### config.mk
export PLATFORM = sky130hd
export DESIGN_NAME = min_seq_ctrl_flat
export DESIGN_NICKNAME = d
export VERILOG_FILES = /design/src/rtl/min_pkg.sv /design/src/rtl/min_seq_ctrl_if.sv /design/src/rtl/min_acc.sv /design/src/rtl/min_seq_ctrl.sv /design/src/flat_wrapper.sv
export SDC_FILE = /design/constraint.sdc
export NUM_CORES = 1
export LEC_CHECK = 0
export CORE_ASPECT_RATIO = 1.75
export CORE_MARGIN = 2
export CORE_UTILIZATION = 30
export CTS_BUF_LIST = sky130_fd_sc_hd__clkbuf_16
export DETAILED_ROUTE_END_ITERATION = 6
export GPL_TIMING_DRIVEN = 1
export MAX_ROUTING_LAYER = met4
export PLACE_DENSITY = 0.54
export SLEW_MARGIN = 15
export SYNTH_ARGS = -nofsm -noshare
export SYNTH_HDL_FRONTEND = slang
export SYNTH_HIERARCHICAL = 1
export SYNTH_SLANG_ARGS = --single-unit
### constraint.sdc
create_clock -name clk -period 4.9 [get_ports clk]
set_clock_uncertainty 0.1 [all_clocks]
set_input_delay 0.98 -clock clk [delete_from_list [all_inputs] [get_ports clk]]
set_output_delay 0.98 -clock clk [all_outputs]
set_load 0.005 [all_outputs]
### src/rtl/min_pkg.sv
// Shared constants for the burst-minimum sequencer: default widths and FSM encoding.
package min_pkg;

  localparam int unsigned DW_DEF = 8;
  localparam int unsigned LW_DEF = 4;

  localparam logic [1:0] StIdle = 2'd0;
  localparam logic [1:0] StRun  = 2'd1;
  localparam logic [1:0] StDone = 2'd2;

endpackage

### src/rtl/min_seq_ctrl_if.sv
// Handshake bundle for min_seq_ctrl: burst request, sample stream, result stream.
interface min_seq_ctrl_if import min_pkg::*; #(
  parameter int unsigned DW = DW_DEF,
  parameter int unsigned LW = LW_DEF
) ();

  logic          start;
  logic [LW-1:0] len;
  logic          in_valid;
  logic [DW-1:0] in_data;
  logic          in_ready;
  logic          out_valid;
  logic [DW-1:0] out_min;
  logic [LW-1:0] out_idx;
  logic          out_ready;
  logic          busy;

  modport master (
    output start, len, in_valid, in_data, out_ready,
    input  in_ready, out_valid, out_min, out_idx, busy
  );

  modport slave (
    input  start, len, in_valid, in_data, out_ready,
    output in_ready, out_valid, out_min, out_idx, busy
  );

endinterface

### src/rtl/min_acc.sv
// Registered compare-and-hold: tracks the running minimum and its index within a burst.
module min_acc import min_pkg::*; #(
  parameter int unsigned DW = DW_DEF,
  parameter int unsigned LW = LW_DEF
) (
  input  logic          clk,
  input  logic          rst_n,
  input  logic          load,
  input  logic          update,
  input  logic [DW-1:0] data,
  input  logic [LW-1:0] idx_in,
  output logic [DW-1:0] min_val,
  output logic [LW-1:0] min_idx
);

  logic [DW-1:0] min_q;
  logic [LW-1:0] idx_q;

  // Strict compare keeps the earliest index on ties.
  always_ff @(posedge clk or negedge rst_n) begin
    if (!rst_n) begin
      min_q <= '0;
      idx_q <= '0;
    end else if (load) begin
      min_q <= data;
      idx_q <= idx_in;
    end else if (update && (data < min_q)) begin
      min_q <= data;
      idx_q <= idx_in;
    end
  end

  assign min_val = min_q;
  assign min_idx = idx_q;

endmodule

### src/rtl/min_seq_ctrl.sv
// Burst sequencer: accepts len samples, then presents their minimum and its position.
module min_seq_ctrl import min_pkg::*; #(
  parameter int unsigned DW = DW_DEF,
  parameter int unsigned LW = LW_DEF
) (
  input  logic           clk,
  input  logic           rst_n,
  min_seq_ctrl_if.slave  bus
);

  logic [1:0]    state_q, state_d;
  logic [LW-1:0] cnt_q, cnt_d;
  logic [LW-1:0] len_q, len_d;
  logic          accept;
  logic          last;

  assign accept = bus.in_valid && (state_q == StRun);
  assign last   = accept && (cnt_q == (len_q - LW'(1)));

  assign bus.in_ready  = (state_q == StRun);
  assign bus.out_valid = (state_q == StDone);
  assign bus.busy      = (state_q != StIdle);

  always_comb begin
    state_d = state_q;
    cnt_d   = cnt_q;
    len_d   = len_q;
    unique case (state_q)
      StIdle: begin
        if (bus.start && (bus.len != '0)) begin
          len_d   = bus.len;
          cnt_d   = '0;
          state_d = StRun;
        end
      end
      StRun: begin
        if (accept) begin
          cnt_d = cnt_q + LW'(1);
          if (last) state_d = StDone;
        end
      end
      StDone: begin
        if (bus.out_ready) state_d = StIdle;
      end
      default: state_d = StIdle;
    endcase
  end

  always_ff @(posedge clk or negedge rst_n) begin
    if (!rst_n) begin
      state_q <= StIdle;
      cnt_q   <= '0;
      len_q   <= '0;
    end else begin
      state_q <= state_d;
      cnt_q   <= cnt_d;
      len_q   <= len_d;
    end
  end

  min_acc #(
    .DW (DW),
    .LW (LW)
  ) u_acc (
    .clk     (clk),
    .rst_n   (rst_n),
    .load    (accept && (cnt_q == '0)),
    .update  (accept && (cnt_q != '0)),
    .data    (bus.in_data),
    .idx_in  (cnt_q),
    .min_val (bus.out_min),
    .min_idx (bus.out_idx)
  );

endmodule
### src/flat_wrapper.sv
// flat-port wrapper written by rule: the top's interface ports become plain ports
module min_seq_ctrl_flat import min_pkg::*;
#(
  parameter int unsigned DW = DW_DEF,
  parameter int unsigned LW = LW_DEF
)
  (clk, rst_n, bus_start, bus_len, bus_in_valid, bus_in_data, bus_out_ready, bus_in_ready, bus_out_valid, bus_out_min, bus_out_idx, bus_busy);
  min_seq_ctrl_if #(.DW(DW), .LW(LW)) bus_i ();
  input  logic clk;
  input  logic rst_n;
  input wire logic [$bits(bus_i.start)-1:0] bus_start;
  input wire logic [$bits(bus_i.len)-1:0] bus_len;
  input wire logic [$bits(bus_i.in_valid)-1:0] bus_in_valid;
  input wire logic [$bits(bus_i.in_data)-1:0] bus_in_data;
  input wire logic [$bits(bus_i.out_ready)-1:0] bus_out_ready;
  output wire logic [$bits(bus_i.in_ready)-1:0] bus_in_ready;
  output wire logic [$bits(bus_i.out_valid)-1:0] bus_out_valid;
  output wire logic [$bits(bus_i.out_min)-1:0] bus_out_min;
  output wire logic [$bits(bus_i.out_idx)-1:0] bus_out_idx;
  output wire logic [$bits(bus_i.busy)-1:0] bus_busy;
  assign bus_i.start = bus_start;
  assign bus_i.len = bus_len;
  assign bus_i.in_valid = bus_in_valid;
  assign bus_i.in_data = bus_in_data;
  assign bus_i.out_ready = bus_out_ready;
  assign bus_in_ready = bus_i.in_ready;
  assign bus_out_valid = bus_i.out_valid;
  assign bus_out_min = bus_i.out_min;
  assign bus_out_idx = bus_i.out_idx;
  assign bus_busy = bus_i.busy;
  min_seq_ctrl #(.DW(DW), .LW(LW)) u_core (.clk(clk), .rst_n(rst_n), .bus(bus_i));
endmodule
==> flow_summary.ini <==
[floorplanning]
die_y_um = 89.9
core_um2 = 4110
rows = 31
start_util_pct = 30.7
die_area_um2 = 4770
die_w_um = 53.1
io_pins = 32

[global_routing]
antenna_found_initial = 0
overflow = 0
grt_max_degree = 23
grt_pass1_vias = 1044
grt_use_total_pct = 12.7
grt_pass1_wl_um = 4570

[clock_network]
numCtsBuffers = 3
cts_resized = 0
hold_buffers = 0
cts.sink_count = 22
clk_latency_ps = 250
clk_pin_slew_ps = 60
cts_tree = yes
root_buffer = clkbuf_16
cts_setup_buffers = 0
clock_path_buffers = 2
htree_levels = 1

[synthesis]
synth_simple_gate_area_share_pct = 9.60
synth_top_family_by_area = multiplexers
synth-seq-cells = 22
yosysSeqAreaShare_pct = 43.6
synth_area_um2 = 1260
synth-adder-area-share_pct = 9.90
ys_types = 32
synth_compound_area_share_pct = 10.7
synth_edf_count = 0
syn_nets = 141
yosys_warnings = 6
synthXorXnorAreaFrac_pct = 3.47
dominantRegCellSynth = dfrtp_1
synth_area_per_cell_um2 = 11.1
async_reset_ff_share_pct = 100
synthCells = 114
yosys-mux-area-fraction_pct = 16.2

[cells_and_area]
drive_gt1_share_pct = 16.3
syn_to_final_growth_pct = 35.9
fill_cells = 416
diodes = 0
num-nets-final = 175
stdcell_area_um2 = 1720

[pwr]
power_density_nw_per_um2 = 642
ir_drop_uv = 304
finalPower_uw = 1100
p_leak_uw = 0.000793

[hold_path]
min_path_type = flop to flop

[route]
drt_wl_total_um = 2620
wire_per_inst_um = 13.4
dr_total_vias = 958
ant_nets = 0
vias_per_cell = 4.89
drtIter0Drc = 19
drc = 0
dr.pass1.iters = 4

[sta]
fmax_mhz = 307
setup_violations = 0
slew_viol_final = 0
tightest_slew_ps = 998
fin_crit_ps = 3260
setup-tns-final_ps = 0
fin_crit_sh_pct = 66.5
max_slew_margin_pct = 33.2
hold_viol_final = 0
rsz0062_at_grt = no

[placed_design]
portBuffers = 31
hpwl_um = 2060
gp_congestion = 0.727
post_dp_cell_area_um2 = 1610

[setup_path]
worstSetupEndpointType = flop
worstPathArrival_ps = 3290
cp_max_fo = 12
crit_type = input port to flop
required_ps = 4930
start_kind = input port

[run_status]
status = finished clean

[flow_run]
max-cap-violations = 0
worst max-delay path, cell delays in order:
cell and delay (ps):
clkdlybuf4s50_1 420, ha_1 290, a2111o_1 370, a211oi_2 800, mux2_2 420
cells in the final DEF, fill, tap and decap left out, types with 2 or more instances in the layout:
master / synthesis / routed
a21oi_1: 2 / 2
a22o_2: 2 / 2
a31oi_1: 2 / 2
clkbuf_16: 0 / 3
clkdlybuf4s50_1: 0 / 31
dfrtp_1: 22 / 22
ha_1: 10 / 10
inv_1: 16 / 16
mux2_2: 12 / 12
mux2_4: 4 / 4
nand2_1: 8 / 8
nand2b_1: 2 / 2
nor2_1: 5 / 5
o21ai_0: 3 / 3
o22ai_1: 2 / 2
or2_1: 2 / 2
xnor2_1: 4 / 4
through the flow:
stage	hold slack, ps	std cells	worst slack (ps)	utilization (%)
after global routing	453	196	1490	41.8
after floorplan	403	114	2280	-
after CTS	431	196	1600	41.8
final	425	196	1640	41.8
after global placement	405	192	1400	39.2
after detailed placement	417	192	1320	39.2
Yosys cell counts (2+ instances only):
cell,count,area share (%)
dfrtp_1,22,44
inv_1,16,4.8
mux2_2,12,11
ha_1,10,9.9
nand2_1,8,2.4
nor2_1,5,1.5
mux2_4,4,4.8
xnor2_1,4,2.8
o21ai_0,3,1.2
a21oi_1,2,0.79
a22o_2,2,1.6
a31oi_1,2,0.99
buf_6,2,1.8
nand2b_1,2,0.99
o22ai_1,2,0.99
or2_1,2,0.99
state kept, by name, indices dropped and copies added (netlist names):
name	flops
u_core/u_acc/min_val	8
u_core/cnt_q	4
u_core/len_q	4
u_core/u_acc/min_idx	4
u_core/state_q	2
power by group:
group          leakage, µW  switching (µW)  internal (µW)
Combinational     0.000476             209            319
Clock            0.0000511            61.9            162
Sequential        0.000266            81.3            270
Total             0.000793             352            751
routing by layer:
metal	vias to the layer above	global-route usage [%]	share of wire [%]	wire [µm]
met1	470	14.8	39	1030
li1	458	-	-	-
met2	28	21.9	54	1420
met4	0	3.21	0.69	18
met5	-	-	0	0
met3	2	2.33	5.7	148
final cells by class:
class / count / area (µm²) / area share (%)
clock buffer: 3 / 75.1 / 4.37
clock inverter: 1 / 30.0 / 1.75
inverter: 16 / 60.1 / 3.50
multi-input combinational: 74 / 631 / 36.7
sequential: 22 / 551 / 32.0
tap: 49 / 61.3 / 3.57
timing repair buffer: 31 / 310 / 18.1
logic make-up (layout without fill, tap and decap cells):
kind of cell	after synthesis	after routing
mux	17	17
fa+ha+maj	10	10
compound gates	18	18
xor+xnor	5	5
simple gates	24	24
buf+inv	18	51
flops	22	22
path summary, 6_finish.rpt:
check | start | endpoint | slack (ps) | cells after the start
setup / recovery | bus_in_data[1] | u_core/u_acc/min_idx[0] | 1640 | 5
hold / removal | u_core/u_acc/min_idx[2] | u_core/u_acc/min_idx[2] | 430 | 1
setup reg to reg | u_core/cnt_q[0] | u_core/u_acc/min_idx[0] | 2090 | 8
hold reg to reg | u_core/u_acc/min_idx[2] | u_core/u_acc/min_idx[2] | 430 | 1
max in group asynchronous | rst_n | u_core/cnt_q[2] | 2920 | 1
min in group asynchronous | rst_n | u_core/len_q[2] | 1180 | 1
Note: power is estimated with default switching activity, not from simulation.
==> RTL edit 1 (same settings) <==
Change the package constant `LW_DEF` from 4 to 3.
--- a/src/rtl/min_pkg.sv
+++ b/src/rtl/min_pkg.sv
@@ -2,7 +2,7 @@
 package min_pkg;
 
   localparam int unsigned DW_DEF = 8;
-  localparam int unsigned LW_DEF = 4;
+  localparam int unsigned LW_DEF = 3;
 
   localparam logic [1:0] StIdle = 2'd0;
   localparam logic [1:0] StRun  = 2'd1;
Ports: changed (resized bus_len and bus_out_idx); port bits go from 32 to 30. The function was not compared with the original's and may differ.
==> RTL edit 1 against the original RTL <==
  * Critical endpoint is now u_core/u_acc/min_val[4]$_DFFE_PN0P_
  * Register-to-register slack improved by 0.19 ns
  * Cell area decreased by 12%
  * Sequential cell count decreased by 3
  * Global-route usage decreased by 0.57 points
  * Largest power group unchanged
  * Wire length decreased by 15%
  * Synthesized cell count decreased by 18%
  * Setup slack got worse by 0.13 ns
  * Non-clock buffer count decreased by 2
  * Clock power decreased by 25%
  * Core utilization increased by 0.51 points
  * Via count decreased by 17%
  * Synthesized area decreased by 14%
  * Critical path type unchanged
  * Total power decreased by 13%
  * Combinational power decreased by 7.0%
==> RTL edit 1: results (changes against the original RTL) <==
Via density: 4.65 (-5.0%)
CP Max Fanout: 11 (-1)
met1 WL: 931 um (-9.8%)
Leak Pwr: 0.000685 uW (-14%)
global routing met1 resource utilization: 13.3% (-1.5 points)
combinational share of power: 51.2% (+3.3 points)
WL final: 2.23 mm (-15%)
vias: 799 (-17%)
sequential fraction of the synthesis area: 43.7% (+0.11 points)
met2 routed WL: 1.16 mm (-18%)
grt met3 use: 1.79% (-0.53 points)
Post-DP Area: 0.00143 sq mm (-12%)
power share of the sequential group: 31.5% (-0.4 points)
P_sw: 316 uW (-10%)
GR met2 Demand/Resource: 21.2% (-0.66 points)
status: finished, final reports clean
DRT iter0 DRCs: 9 (-10)
syn nets: 120 (-15%)
cell count of the worst reg-to-reg path: 7 (-1)
Crit Reg-Reg Endpoint: u_core/u_acc/min_val[4]$_DFFE_PN0P_
Yosys cell types: 27 (-16%)
Hold Path End: u_core/len_q[1]$_DFFE_PN0P_
global-route wire length before repair: 3.75 mm (-18%)
placed cells: 168 (-13%)
port bufs: 29 (-6.5%)
-- RTL edit 1: worst max-delay path, cell delays in order --
cell	delay [ns]
clkdlybuf4s50_1	0.54
nand3b_1	0.18
nor3b_1	0.27
nand3b_1	0.17
a211oi_1	0.07
a211oi_2	0.80
mux2_2	0.42
-- RTL edit 1: cell families (layout without fill, tap and decap cells) --
group | Yosys count | count (layout) | synth area share [%]
XOR/XNOR | 4 | 4 | 4.48
flip-flops | 19 | 19 | 43.7
buffers and inverters | 17 | 49 | 6.55
AO/OA/AOI/OAI | 12 | 12 | 9.31
AND/OR/NAND/NOR | 18 | 18 | 8.97
multiplexers | 14 | 14 | 15.5
adder cells (fa/ha/maj) | 10 | 10 | 11.5
-- RTL edit 1: worst max-delay path by stage --
stage                                                     end  cells after the start  slack [ns]           start
after global placement    u_core/u_acc/min_val[6]$_DFFE_PN0P_                      7        1.34    bus_in_valid
after floorplan           u_core/u_acc/min_val[0]$_DFFE_PN0P_                      5        2.33  bus_in_data[1]
final                     u_core/u_acc/min_val[4]$_DFFE_PN0P_                      7        1.51    bus_in_valid
after CTS                 u_core/u_acc/min_val[4]$_DFFE_PN0P_                      7        1.50    bus_in_valid
after global routing      u_core/u_acc/min_val[4]$_DFFE_PN0P_                      7        1.35    bus_in_valid
after detailed placement  u_core/u_acc/min_val[4]$_DFFE_PN0P_                      7        1.24    bus_in_valid
-- RTL edit 1: area by class of cell --
type | count | share of cell area [%]
Clock buffer | 3 | 4.99
Timing Repair Buffer | 29 | 19.3
Multi-Input combinational cell | 58 | 36.0
Tap cell | 46 | 3.83
Inverter | 16 | 3.99
Clock inverter | 1 | 0.250
Sequential cell | 19 | 31.6
==> RTL edit 2 (same flow settings) <==
Made on the original files. Make the reset (`rst_n`) synchronous in 2 clocked blocks.
--- a/src/rtl/min_acc.sv
+++ b/src/rtl/min_acc.sv
@@ -17,7 +17,7 @@
   logic [LW-1:0] idx_q;
 
   // Strict compare keeps the earliest index on ties.
-  always_ff @(posedge clk or negedge rst_n) begin
+  always_ff @(posedge clk) begin
     if (!rst_n) begin
       min_q <= '0;
       idx_q <= '0;
--- a/src/rtl/min_seq_ctrl.sv
+++ b/src/rtl/min_seq_ctrl.sv
@@ -46,7 +46,7 @@
     endcase
   end
 
-  always_ff @(posedge clk or negedge rst_n) begin
+  always_ff @(posedge clk) begin
     if (!rst_n) begin
       state_q <= StIdle;
       cnt_q   <= '0;
Formal check against the unedited RTL: differs if rst_n is asserted again (counterexample within 4 cycles, from zero or initial values and one cycle with rst_n low); with rst_n held inactive, the same outputs for 10 cycles.
==> RTL edit 2 against the original RTL <==
  * Worst hold slack got worse by 0.065 ns
  * Wire length grew 3.6%
  * Cell area shrank 3.1%
  * Via count up 10%
  * Largest cell class unchanged
  * Highest routed layer unchanged
  * Critical path depth rose by 2
  * Synthesized area fell by 2.6%
  * Die area shrank 2.4%
  * Count of clock-buffer cells in the layout unchanged
  * Setup slack gained 0.31 ns
  * Sequential cell count is the same
  * First-iteration DRC count grew 5.3%
Power is not compared: it rests on default switching activity, and its combinational part moved more than twofold at a synthesized area within 25%.
==> RTL edit 2: results (changes against the original RTL) <==
fraction of area in registers: 26.4% (-5.6 points)
Final clock-cell share: 4.73% (-1.4 points)
Post-DP Area: 0.00159 sq mm (-1.6%)
1st-pass router iterations: 4 (unchanged)
r2r startpoint: u_core/state_q[0]$_SDFFE_PN0P_
DPL Wire Length: 2.15 mm (+4.0%)
slowest CP cell: a22oi_2
Yosys cell types: 34 (+6.3%)
fillers: 408 (-1.9%)
Register Area: 440 sq um (-20%)
port bufs: 31 (unchanged)
max_slew headroom: 41.3% (+8.1 points)
vias: 1055 (+10%)
sequential cell count: 22 (unchanged)
largest net degree at the start of global routing: 35 (+52%)
global-route wire length before repair: 4.47 mm (-2.1%)
dpl ws: 1.68 ns (+0.361 ns)
cell count of the worst reg-to-reg path: 7 (-1)
CP arrival: 3.01 ns (-0.28 ns)
inverter count: 13 (-3)
GP Congestion: 0.829 (+14%)
status: finished, final reports clean
Synth Flop Type: dfxtp_1
buffering overhead: 19.1% (+1.0 points)
ys async rst share: 0% (-100 points)
Clock Tree Buf Depth: 2 (unchanged)
Critical Path Source: bus_in_valid
NumNets Final: 202 (+15%)
hold wc startpoint: u_core/u_acc/min_idx[2]$_SDFFE_PN0P_
multi-input combinational area share: 43.2% (+6.5 points)
all-layer global routing usage: 12.6% (-0.097 points)
Post-synth top cells: nand2_1, dfxtp_1, inv_1, mux2i_1, ha_1
Crit Reg-Reg Endpoint: u_core/u_acc/min_idx[1]$_SDFFE_PN0P_
hold slack: 0.360 ns (-0.0654 ns)
placed cells: 218 (+14%)
WL final: 2.71 mm (+3.6%)
syn nets: 169 (+20%)
DRT iter0 DRCs: 20 (+1)
Mapped Cells: 142 (+25%)
Via density: 4.75 (-2.8%)
Leak Pwr: 0.000635 uW
R2R Setup Slk: 2.44 ns (+0.35 ns)
Avg Inst Size Synth: 8.67 sq um (-22%)
Critical Path Max Stage Delay: 0.68 ns (-0.12 ns)
Multi-In Gates: 103 (+39%)
top post-synthesis cells by area: dfxtp_1, mux2i_1, ha_1, nand2_1, inv_1
hold path depth: 2 (+1)
number of non-clock buffers: 32 (+3.2%)
fmax: 0.340 GHz (+11%)
==> RTL edit 2: cell count changes after synthesis, moves of 3 or more <==
cell,before,now
mux2_2,12,0
inv_1,16,13
mux2_4,4,0
nor2b_1,0,4
mux2i_1,1,13
dfxtp_1,0,22
nand3_1,0,4
nand2_1,8,31
dfrtp_1,22,0
==> RTL edit 2: cell families after synthesis <==
family	synth area share, %
compound gates	11.1
xor+xnor	5.39
fa+ha+maj	10.2
buf+inv	5.79
flops	35.8
mux	10.6
simple gates	21.2
==> RTL edit 2: worst min path at each step <==
stage	endpoint
2_1_floorplan	u_core/u_acc/min_idx[0]$_SDFFE_PN0P_
3_3_place_gp	u_core/u_acc/min_idx[0]$_SDFFE_PN0P_
3_5_place_dp	u_core/u_acc/min_idx[2]$_SDFFE_PN0P_
4_1_cts	u_core/u_acc/min_idx[2]$_SDFFE_PN0P_
5_1_grt	u_core/u_acc/min_idx[2]$_SDFFE_PN0P_
6_report	u_core/u_acc/min_idx[2]$_SDFFE_PN0P_
==> RTL edit 2: layer usage <==
| layer | share of wire [%] | GRT usage (%) | up-vias | routed length, um |
|---|---|---|---|---|
| met1 | 41 | 12.7 | 483 | 1120 |
| met3 | 4.6 | 1.01 | 2 | 124 |
| met4 | 0.63 | 3.50 | 0 | 17 |
| li1 | - | - | 542 | - |
| met2 | 54 | 24.8 | 28 | 1450 |
| met5 | 0 | - | - | 0 |
==> RTL edit 2: worst register-to-register path, stage by stage, from the launching register on <==
cell and delay, ns:
dfxtp_1 0.36, nor2b_1 0.35, nand2_1 0.24, a21oi_1 0.16, nor2b_1 0.15, o21ai_1 0.08
a22oi_2 0.68, mux2i_1 0.27
==> RTL edit 2: power by group <==
group	total [uW]	internal [uW]	switching (uW)
sequential	192	186	5.97
combinational	76.6	41.3	35.3
clock	166	108	57.1
total	434	336	98.4
